`config.mk`:
```
export PLATFORM = sky130hd
export DESIGN_NAME = regfile_wb_arbiter
export DESIGN_NICKNAME = d
export VERILOG_FILES = /design/src/rtl/regfile_wb_arbiter.sv
export SDC_FILE = /design/constraint.sdc
export NUM_CORES = 1
export LEC_CHECK = 0
export CORE_UTILIZATION = 45
export CTS_CLUSTER_SIZE = 20
export DETAILED_ROUTE_END_ITERATION = 10
export DONT_BUFFER_PORTS = 1
export SLEW_MARGIN = 20
export SYNTH_ARGS = -nofsm -noshare
export SYNTH_HDL_FRONTEND = slang
export SYNTH_SLANG_ARGS = --single-unit
export TNS_END_PERCENT = 20
```
`constraint.sdc`:
```
create_clock -name clk -period 7.7 [get_ports clk]
set_input_delay 0.77 -clock clk [delete_from_list [all_inputs] [get_ports clk]]
set_output_delay 0.77 -clock clk [all_outputs]
set_load 0.05 [all_outputs]
```
`src/rtl/regfile_wb_arbiter.sv`:
```
// Write-back arbiter: per-pipe result queues drained one entry per cycle, oldest first, into the RF write port.
// Optional build macro WB_FWD_EN adds the query_data forwarding mux; without it query_data is tied to zero.
module regfile_wb_arbiter #(
    parameter int DATA_W = 128,
    parameter int ADDR_W = 7,
    parameter int DEPTH  = 4
) (
    input  logic              clk,
    input  logic              reset,
    input  logic              even_valid,
    output logic              even_ready,
    input  logic [ADDR_W-1:0] even_rt,
    input  logic [DATA_W-1:0] even_data,
    input  logic              odd_valid,
    output logic              odd_ready,
    input  logic [ADDR_W-1:0] odd_rt,
    input  logic [DATA_W-1:0] odd_data,
    output logic              rf_we,
    output logic [ADDR_W-1:0] rf_rt,
    output logic [DATA_W-1:0] rf_wdata,
    input  logic [ADDR_W-1:0] query_reg,
    output logic              query_hit,
    output logic [DATA_W-1:0] query_data
);

    localparam int PTR_W = $clog2(DEPTH);
    localparam int CNT_W = PTR_W + 1;
    localparam int SEQ_W = $clog2(2 * DEPTH) + 1;

    // Index 0 is the even pipe, index 1 the odd pipe throughout.
    logic [ADDR_W-1:0] q_rt   [2][DEPTH];
    logic [DATA_W-1:0] q_data [2][DEPTH];
    logic [SEQ_W-1:0]  q_seq  [2][DEPTH];
    logic [PTR_W-1:0]  rd_ptr [2];
    logic [PTR_W-1:0]  wr_ptr [2];
    logic [CNT_W-1:0]  cnt    [2];
    logic [SEQ_W-1:0]  seq_ctr;

    logic [ADDR_W-1:0] in_rt   [2];
    logic [DATA_W-1:0] in_data [2];
    logic [SEQ_W-1:0]  in_seq  [2];
    logic [ADDR_W-1:0] head_rt   [2];
    logic [DATA_W-1:0] head_data [2];
    logic [SEQ_W-1:0]  head_seq  [2];

    logic [1:0]        in_valid;
    logic [1:0]        ready;
    logic [1:0]        push;
    logic [1:0]        pop;
    logic [1:0]        not_empty;
    logic [SEQ_W-1:0]  age_diff;
    logic              even_older;

    assign in_valid   = {odd_valid, even_valid};
    assign in_rt[0]   = even_rt;
    assign in_rt[1]   = odd_rt;
    assign in_data[0] = even_data;
    assign in_data[1] = odd_data;

    // Handshake: a result is taken on a rising edge where valid && ready.
    // ready depends only on occupancy (and is held low during reset), never on valid,
    // so a full queue stays not-ready even in a cycle where it also pops.
    always_comb begin
        for (int p = 0; p < 2; p++) begin
            ready[p]     = reset && (cnt[p] != CNT_W'(DEPTH));
            not_empty[p] = (cnt[p] != '0);
            head_rt[p]   = q_rt[p][rd_ptr[p]];
            head_data[p] = q_data[p][rd_ptr[p]];
            head_seq[p]  = q_seq[p][rd_ptr[p]];
        end
    end

    assign even_ready = ready[0];
    assign odd_ready  = ready[1];
    assign push       = in_valid & ready;

    // Even is stamped first when both pipes are accepted in the same cycle.
    assign in_seq[0] = seq_ctr;
    assign in_seq[1] = seq_ctr + SEQ_W'(push[0]);

    // Modular age compare: a negative difference means the even head was stamped earlier.
    assign age_diff   = head_seq[0] - head_seq[1];
    assign even_older = age_diff[SEQ_W-1];

    assign pop[0] = not_empty[0] && (!not_empty[1] || even_older);
    assign pop[1] = not_empty[1] && !pop[0];

    always_ff @(posedge clk or negedge reset) begin
        if (!reset) begin
            for (int p = 0; p < 2; p++) begin
                rd_ptr[p] <= '0;
                wr_ptr[p] <= '0;
                cnt[p]    <= '0;
            end
            seq_ctr <= '0;
        end else begin
            for (int p = 0; p < 2; p++) begin
                if (push[p]) begin
                    wr_ptr[p] <= wr_ptr[p] + PTR_W'(1);
                end
                if (pop[p]) begin
                    rd_ptr[p] <= rd_ptr[p] + PTR_W'(1);
                end
                cnt[p] <= cnt[p] + CNT_W'(push[p]) - CNT_W'(pop[p]);
            end
            seq_ctr <= seq_ctr + SEQ_W'(push[0]) + SEQ_W'(push[1]);
        end
    end

    // Entry storage carries no reset: occupancy alone decides which slots are live.
    always_ff @(posedge clk) begin
        for (int p = 0; p < 2; p++) begin
            if (push[p]) begin
                q_rt[p][wr_ptr[p]]   <= in_rt[p];
                q_data[p][wr_ptr[p]] <= in_data[p];
                q_seq[p][wr_ptr[p]]  <= in_seq[p];
            end
        end
    end

    always_ff @(posedge clk or negedge reset) begin
        if (!reset) begin
            rf_we    <= 1'b0;
            rf_rt    <= '0;
            rf_wdata <= '0;
        end else begin
            rf_we <= |pop;
            if (pop[0]) begin
                rf_rt    <= head_rt[0];
                rf_wdata <= head_data[0];
            end else if (pop[1]) begin
                rf_rt    <= head_rt[1];
                rf_wdata <= head_data[1];
            end
        end
    end

    // slot_match[p][i]: the i-th oldest live entry of queue p targets query_reg.
    logic [DEPTH-1:0] slot_match [2];
    logic [1:0]       q_found;
    logic             out_hit;

    always_comb begin
        for (int p = 0; p < 2; p++) begin
            slot_match[p] = '0;
            for (int i = 0; i < DEPTH; i++) begin
                slot_match[p][i] = (CNT_W'(i) < cnt[p]) &&
                                   (q_rt[p][rd_ptr[p] + PTR_W'(i)] == query_reg);
            end
            q_found[p] = |slot_match[p];
        end
    end

    assign out_hit   = rf_we && (rf_rt == query_reg);
    assign query_hit = q_found[0] || q_found[1] || out_hit;

`ifdef WB_FWD_EN
    logic [DATA_W-1:0] fwd_data [2];
    logic [SEQ_W-1:0]  fwd_seq  [2];
    logic [SEQ_W-1:0]  fwd_diff;

    // Walking oldest to youngest, the last match per queue is that queue's youngest.
    always_comb begin
        for (int p = 0; p < 2; p++) begin
            fwd_data[p] = '0;
            fwd_seq[p]  = '0;
            for (int i = 0; i < DEPTH; i++) begin
                if (slot_match[p][i]) begin
                    fwd_data[p] = q_data[p][rd_ptr[p] + PTR_W'(i)];
                    fwd_seq[p]  = q_seq[p][rd_ptr[p] + PTR_W'(i)];
                end
            end
        end
    end

    assign fwd_diff = fwd_seq[0] - fwd_seq[1];

    always_comb begin
        query_data = '0;
        if (q_found[0] && q_found[1]) begin
            query_data = fwd_diff[SEQ_W-1] ? fwd_data[1] : fwd_data[0];
        end else if (q_found[0]) begin
            query_data = fwd_data[0];
        end else if (q_found[1]) begin
            query_data = fwd_data[1];
        end else if (out_hit) begin
            query_data = rf_wdata;
        end
    end
`else
    assign query_data = '0;
`endif

    a_even_cnt_bound: assert property (@(posedge clk) disable iff (!reset) cnt[0] <= CNT_W'(DEPTH));
    a_odd_cnt_bound:  assert property (@(posedge clk) disable iff (!reset) cnt[1] <= CNT_W'(DEPTH));

endmodule

```
Word-level counts from Yosys, hierarchy flattened. Memory sizes are Yosys's and may differ from the RTL's. Cells that the tools add are included.

Bits in registers: 154. RAM bits: 1112. Input bits: 281. Output and inout port bits: 267. Word-level logic and storage cells: 156. Memories kept: 3.

$add $sub $neg: 15. Order comparisons: 20. Equality and inequality tests: 11. Mux-type cells: 60. Bitwise logic cells: 11. Reductions and logical operators: 26.

Memory list: q_data (depth 2, bits a word 512, read ports 2, clocked after Yosys merged registers in 0, write ports 2, line 32) `logic [DATA_W-1:0] q_data [2][DEPTH];`; q_rt (depth 2, bits a word 28, read ports 2, clocked after Yosys merged registers in 0, write ports 2, line 31) `logic [ADDR_W-1:0] q_rt [2][DEPTH];`; q_seq (depth 2, bits a word 16, read ports 2, clocked after Yosys merged registers in 0, write ports 2, line 33) `logic [SEQ_W-1:0] q_seq [2][DEPTH];`.

Operator list (number): $mux W128 (8); $mux W512 (2); $bmux W128 S2 (2); $demux W128 S2 (2); $mux W7 (20); $bmux W7 S2 (8); $eq A7 B7 Y1 (9); $mux W28 (2); $mux W16 (2); $ge A3 B3 Y1 const B (10); $not A2 Y3 (10); $demux W7 S2 (2); $mux W4 (6); $bmux W4 S2 (2); $demux W4 S2 (2); $logic_and A1 B1 Y1 (15); $lt A1 B3 Y1 const A (4); $lt A2 B3 Y1 const A (4); $add A2 B1 Y2 const B (4); $add A2 B2 Y2 const B (4); $add A4 B1 Y4 (2); $reduce_or A4 Y1 (2); $add A3 B1 Y3 (2); $lt A3 B1 Y1 const B (2); other kinds (10) (17).

Depth between registers and ports, before layout.
Depth in word-level cells: 11. Depth in mapped cells: 20. Depth with buffers taken out: 14.

Worst setup path after synthesis. No wires, ideal clock.

Path type: input-to-reg. From: input reset. To: memory q_data[0][0] in the netlist's numbering, enable pin. Setup time: 516 ps. Arrival time: 5489 ps. Data required time: 7184 ps. Setup slack: 1695 ps. Stages: 2. Path buffers: 0. Cells stage by stage: a21boi_0 and3_1.

RTL lines: start, declared (line 9) `input logic reset,`; end, declared (line 32).

Worst setup path after layout.
From: register rd_ptr[2] in the netlist's numbering. To: output query_hit.

Longest elaborated chain between the ends: 10. Elaborated cells between the ends (all ways): 30. Those cells by class: add/sub: 3; eq/ne: 4; mux: 12; bitwise: 4; reduce/logical: 7.

Ends and longest elaborated chain: start, declared (line 34) `logic [PTR_W-1:0] rd_ptr [2];`; start signal, assigned by index (line 102) `rd_ptr[p] <= rd_ptr[p] + PTR_W'(1);`; $add A2 B1 Y2 or $add A2 B2 Y2 (tied branches) (line 148) `(q_rt[p][rd_ptr[p] + PTR_W'(i)] == query_reg);`; $not A2 Y3 (not written as such) (line 148); $bmux W7 S2 (line 148); $mux W7 (not written as such) (2 in series) (line 148); $eq A7 B7 Y1 (line 148); $logic_and A1 B1 Y1 (line 147) `slot_match[p][i] = (CNT_W'(i) < cnt[p]) &&`; $reduce_or A4 Y1 (*) (line 150) `q_found[p] = |slot_match[p];`; $logic_or A1 B1 Y1 (*) (2 in series) (line 155) `assign query_hit = q_found[0] || q_found[1] || out_hit;`; end, declared (line 22) `output logic query_hit,`.

Every way passes the cells marked *; elsewhere a longest branch is shown, timed or not. The select of a mux whose other input is x is not followed.

==> results.py <==
metrics = {
    "sta": {
        "min_period_over_period": 0.6845,
        "fmax_ghz": 0.1897,
        "worst_hold_slack_ns": 0.1068,
        "skew_ns": 0.02748,
        "fin_crit_ns": 5.271,
        "hold_viol_final": 0,
        "worst_slew_pin_slew_ns": 1.309,
        "slew_headroom": 0.1270,
        "setup_ws_ns": 2.429,
        "setup_viol": 0,
        "tns_ns": 0,
        "drv_slew": 0,
        "rsz0062_at_grt": "no",
    },
    "layout": {
        "syn_to_final_growth_pct": 10.45,
        "layout-drive-gt1-share": 0.1976,
        "fill_cells": 9111,
        "antenna_cells": 0,
        "design_area_sq_um": 56960,
        "layout.nets": 3062,
    },
    "global_route": {
        "antenna_found_initial": 7,
        "overflow": 0,
        "grt_max_degree": 155,
        "grt_pass1_wl_mm": 178.0,
        "track_usage": 0.2101,
        "grt_pass1_vias": 26930,
    },
    "clocking": {
        "postCtsSetupBuffers": 0,
        "holdBufCountCts": 1,
        "path_clk_slew_ns": 0.06,
        "cts_resized": 0,
        "root_buffer": "clkbuf_16",
        "cts_tree": "done",
        "clk_latency_ns": 0.73,
        "cts_inserted_buffers": 136,
        "clock_sinks": 1266,
        "cts_buffer_depth": 3,
        "htreeDepth": 4,
    },
    "power_and_ir_drop": {
        "seqPwrFrac": 0.414,
        "p_sw_w": 0.01014,
        "p_per_area_nw_per_um2": 466.5,
        "p_leak_nw": 18.62,
        "p_int_w": 0.01643,
        "combPwrFrac": 0.352,
        "max-vdd-ir-drop_v": 0.0006739,
        "power.share.switching": 0.3815,
        "power_w": 0.02657,
        "clock_power_share": 0.235,
    },
    "critical_path": {
        "critPathArrivalTime_ns": 4.50,
        "crit_fanout": 95,
        "crit_start": "rd_ptr[2]",
        "critPathCaptureType": "output pin",
        "timing.reg2reg.setup_slack_ns": 2.90,
        "cp-start-kind": "flop",
        "path_class": "reg -> out",
        "worst_r2r_path_depth": 9,
        "worstReg2RegStart": "rd_ptr[2]",
        "rr_endpoint": "rd_ptr[1]",
        "critPathCapture": "query_hit",
        "cp.required_ns": 6.93,
    },
    "placed_design": {
        "io_buffers": 0,
        "place_area_sq_um": 52580,
        "gp_congestion": 0.7756,
        "post-place-ws_ns": 2.527,
        "hpwl_mm": 69.86,
    },
    "run_status": {
        "run_status": "complete, no violations",
    },
    "drt": {
        "drc": 0,
        "routed_wl_mm": 120.7,
        "vias": 25360,
        "avgViaCountPerCell": 5.804,
        "routedWlPerCell_um": 27.63,
        "drt_first_pass_iters": 5,
        "drtAntennaViolNets": 0,
        "drt_iter0_markers": 1779,
    },
    "logic_synthesis": {
        "async_flop_share": 0.1216,
        "yosysMostFrequentCell": "edfxtp_1",
        "synth_top_area_frac": 0.6475,
        "synthCells": 2770,
        "synth_ff_type": "edfxtp_1",
        "synthesis.area_sq_um": 51570,
        "synth.avg_cell_area_sq_um": 18.62,
        "synth-edff-count": 1112,
        "ys_seq_area_frac": 0.7223,
        "synth_seq_cells": 1266,
        "yosys_warnings": 0,
        "synth_commonest_cells": "1112 x edfxtp_1, 312 x mux4_2, 154 x dfrtp_1",
        "synth_top_cell_by_area": "edfxtp_1",
        "synth_cell_types": 41,
        "netlist_top_cells_area": "edfxtp_1 65%, mux4_2 14%, dfrtp_1 7.5%",
    },
    "die": {
        "num_io_pins": 548,
        "core_sq_um": 113100,
        "die_h_um": 340.5,
        "start_util": 0.4559,
        "dieArea_sq_um": 116000,
        "fp-row-count": 123,
        "die_x_um": 340.5,
    },
    "min_path": {
        "hold_path.class": "in -> async",
    },
    "run": {
        "max_cap_violations": 0,
    },
}
==> cell families after synthesis <==
logic type      share of synthesized area
fa+ha+maj                        0.006114
flops                              0.7223
buf+inv                           0.03586
other cells                    0.00007272
xor+xnor                          0.01356
compound gates                    0.06682
mux                                0.1392
simple gates                      0.01611
==> power by group through the flow <==
stage	Sequential, W	Clock (W)	Combinational [W]
final	0.0110	0.00624	0.00934
after global routing	0.0111	0.00665	0.0102
after CTS	0.0110	0.00639	0.00948
after detailed placement	0.0112	0	0.00941
after global placement	0.0111	0	0.00914
after floorplan	0.0106	0	0.00747
==> routing by layer <==
layer	part of all wire	wire (um)	global-route usage
met3	0.11	13100	0.09247
met5	0.00024	29	0
met4	0.025	3043	0.06493
met1	0.38	45560	0.2498
met2	0.49	58970	0.3438
==> area by class of cell <==
cell class | count | area (sq um) | area share
multi-input cells | 1298 | 13040 | 0.2290
inverters | 22 | 82.58 | 0.001450
flip-flops and latches | 1266 | 37260 | 0.6542
clock buffers | 189 | 3815 | 0.06698
well taps | 1500 | 1877 | 0.03295
repair buffers | 33 | 379.1 | 0.006656
clock inverters | 61 | 500.5 | 0.008787
==> worst min-delay path by stage <==
| stage | startpoint | endpoint | slack (ns) | cells past startpoint |
|---|---|---|---|---|
| finish | reset | rf_wdata[84] | 0.11 | 1 |
| global route | even_rt[5] | q_rt[0][19] | 0.08 | 0 |
| CTS | odd_rt[5] | q_rt[0][54] | 0.06 | 0 |
| detailed placement | reset | rf_wdata[82] | 0.49 | 0 |
| global placement | reset | rf_wdata[83] | 0.49 | 0 |
| floorplan | reset | cnt[0] | 0.47 | 0 |
==> critical path: stages, from the launching register on <==
cell,delay [ns]
dfrtp_4,0.89
buf_12,0.60
buf_4,0.82
mux4_2,0.42
xor2_1,0.16
nor4_1,0.26
o211ai_1,0.18
o2111ai_2,0.33
==> registers in the layout, summed over array words and instances (netlist names) <==
signal / count
q_data: 1024
rf_wdata: 128
q_rt: 56
q_seq: 32
rf_rt: 7
cnt: 6
rd_ptr: 4
seq_ctr: 4
wr_ptr: 4
rf_we: 1
==> cell usage in the layout (no fill, tap or decap), types with 8 or more instances in the layout <==
master and count:
nand4_1 11, clkbuf_8 17, mux2i_1 15, nand3_1 10
ha_1 22, buf_4 23, edfxtp_1 1112, o211ai_1 130
a21oi_1 132, clkbuf_1 34, inv_1 21, xnor2_1 52
nand2_1 150, clkinv_2 23, xor2_1 26, and3_4 8
clkinv_1 17, clkbuf_16 138, o21ai_0 133, mux4_2 312
dfrtp_1 150, o21a_1 128, conb_1 128
==> metrics by stage <==
step                      utilization  std cells
after CTS                      0.5032       4368
after floorplan                     -       2897
after detailed placement       0.4648       4117
after global routing           0.5035       4369
after global placement         0.4648       4117
final                          0.5035       4369
Power figures use the tool's default switching activity.
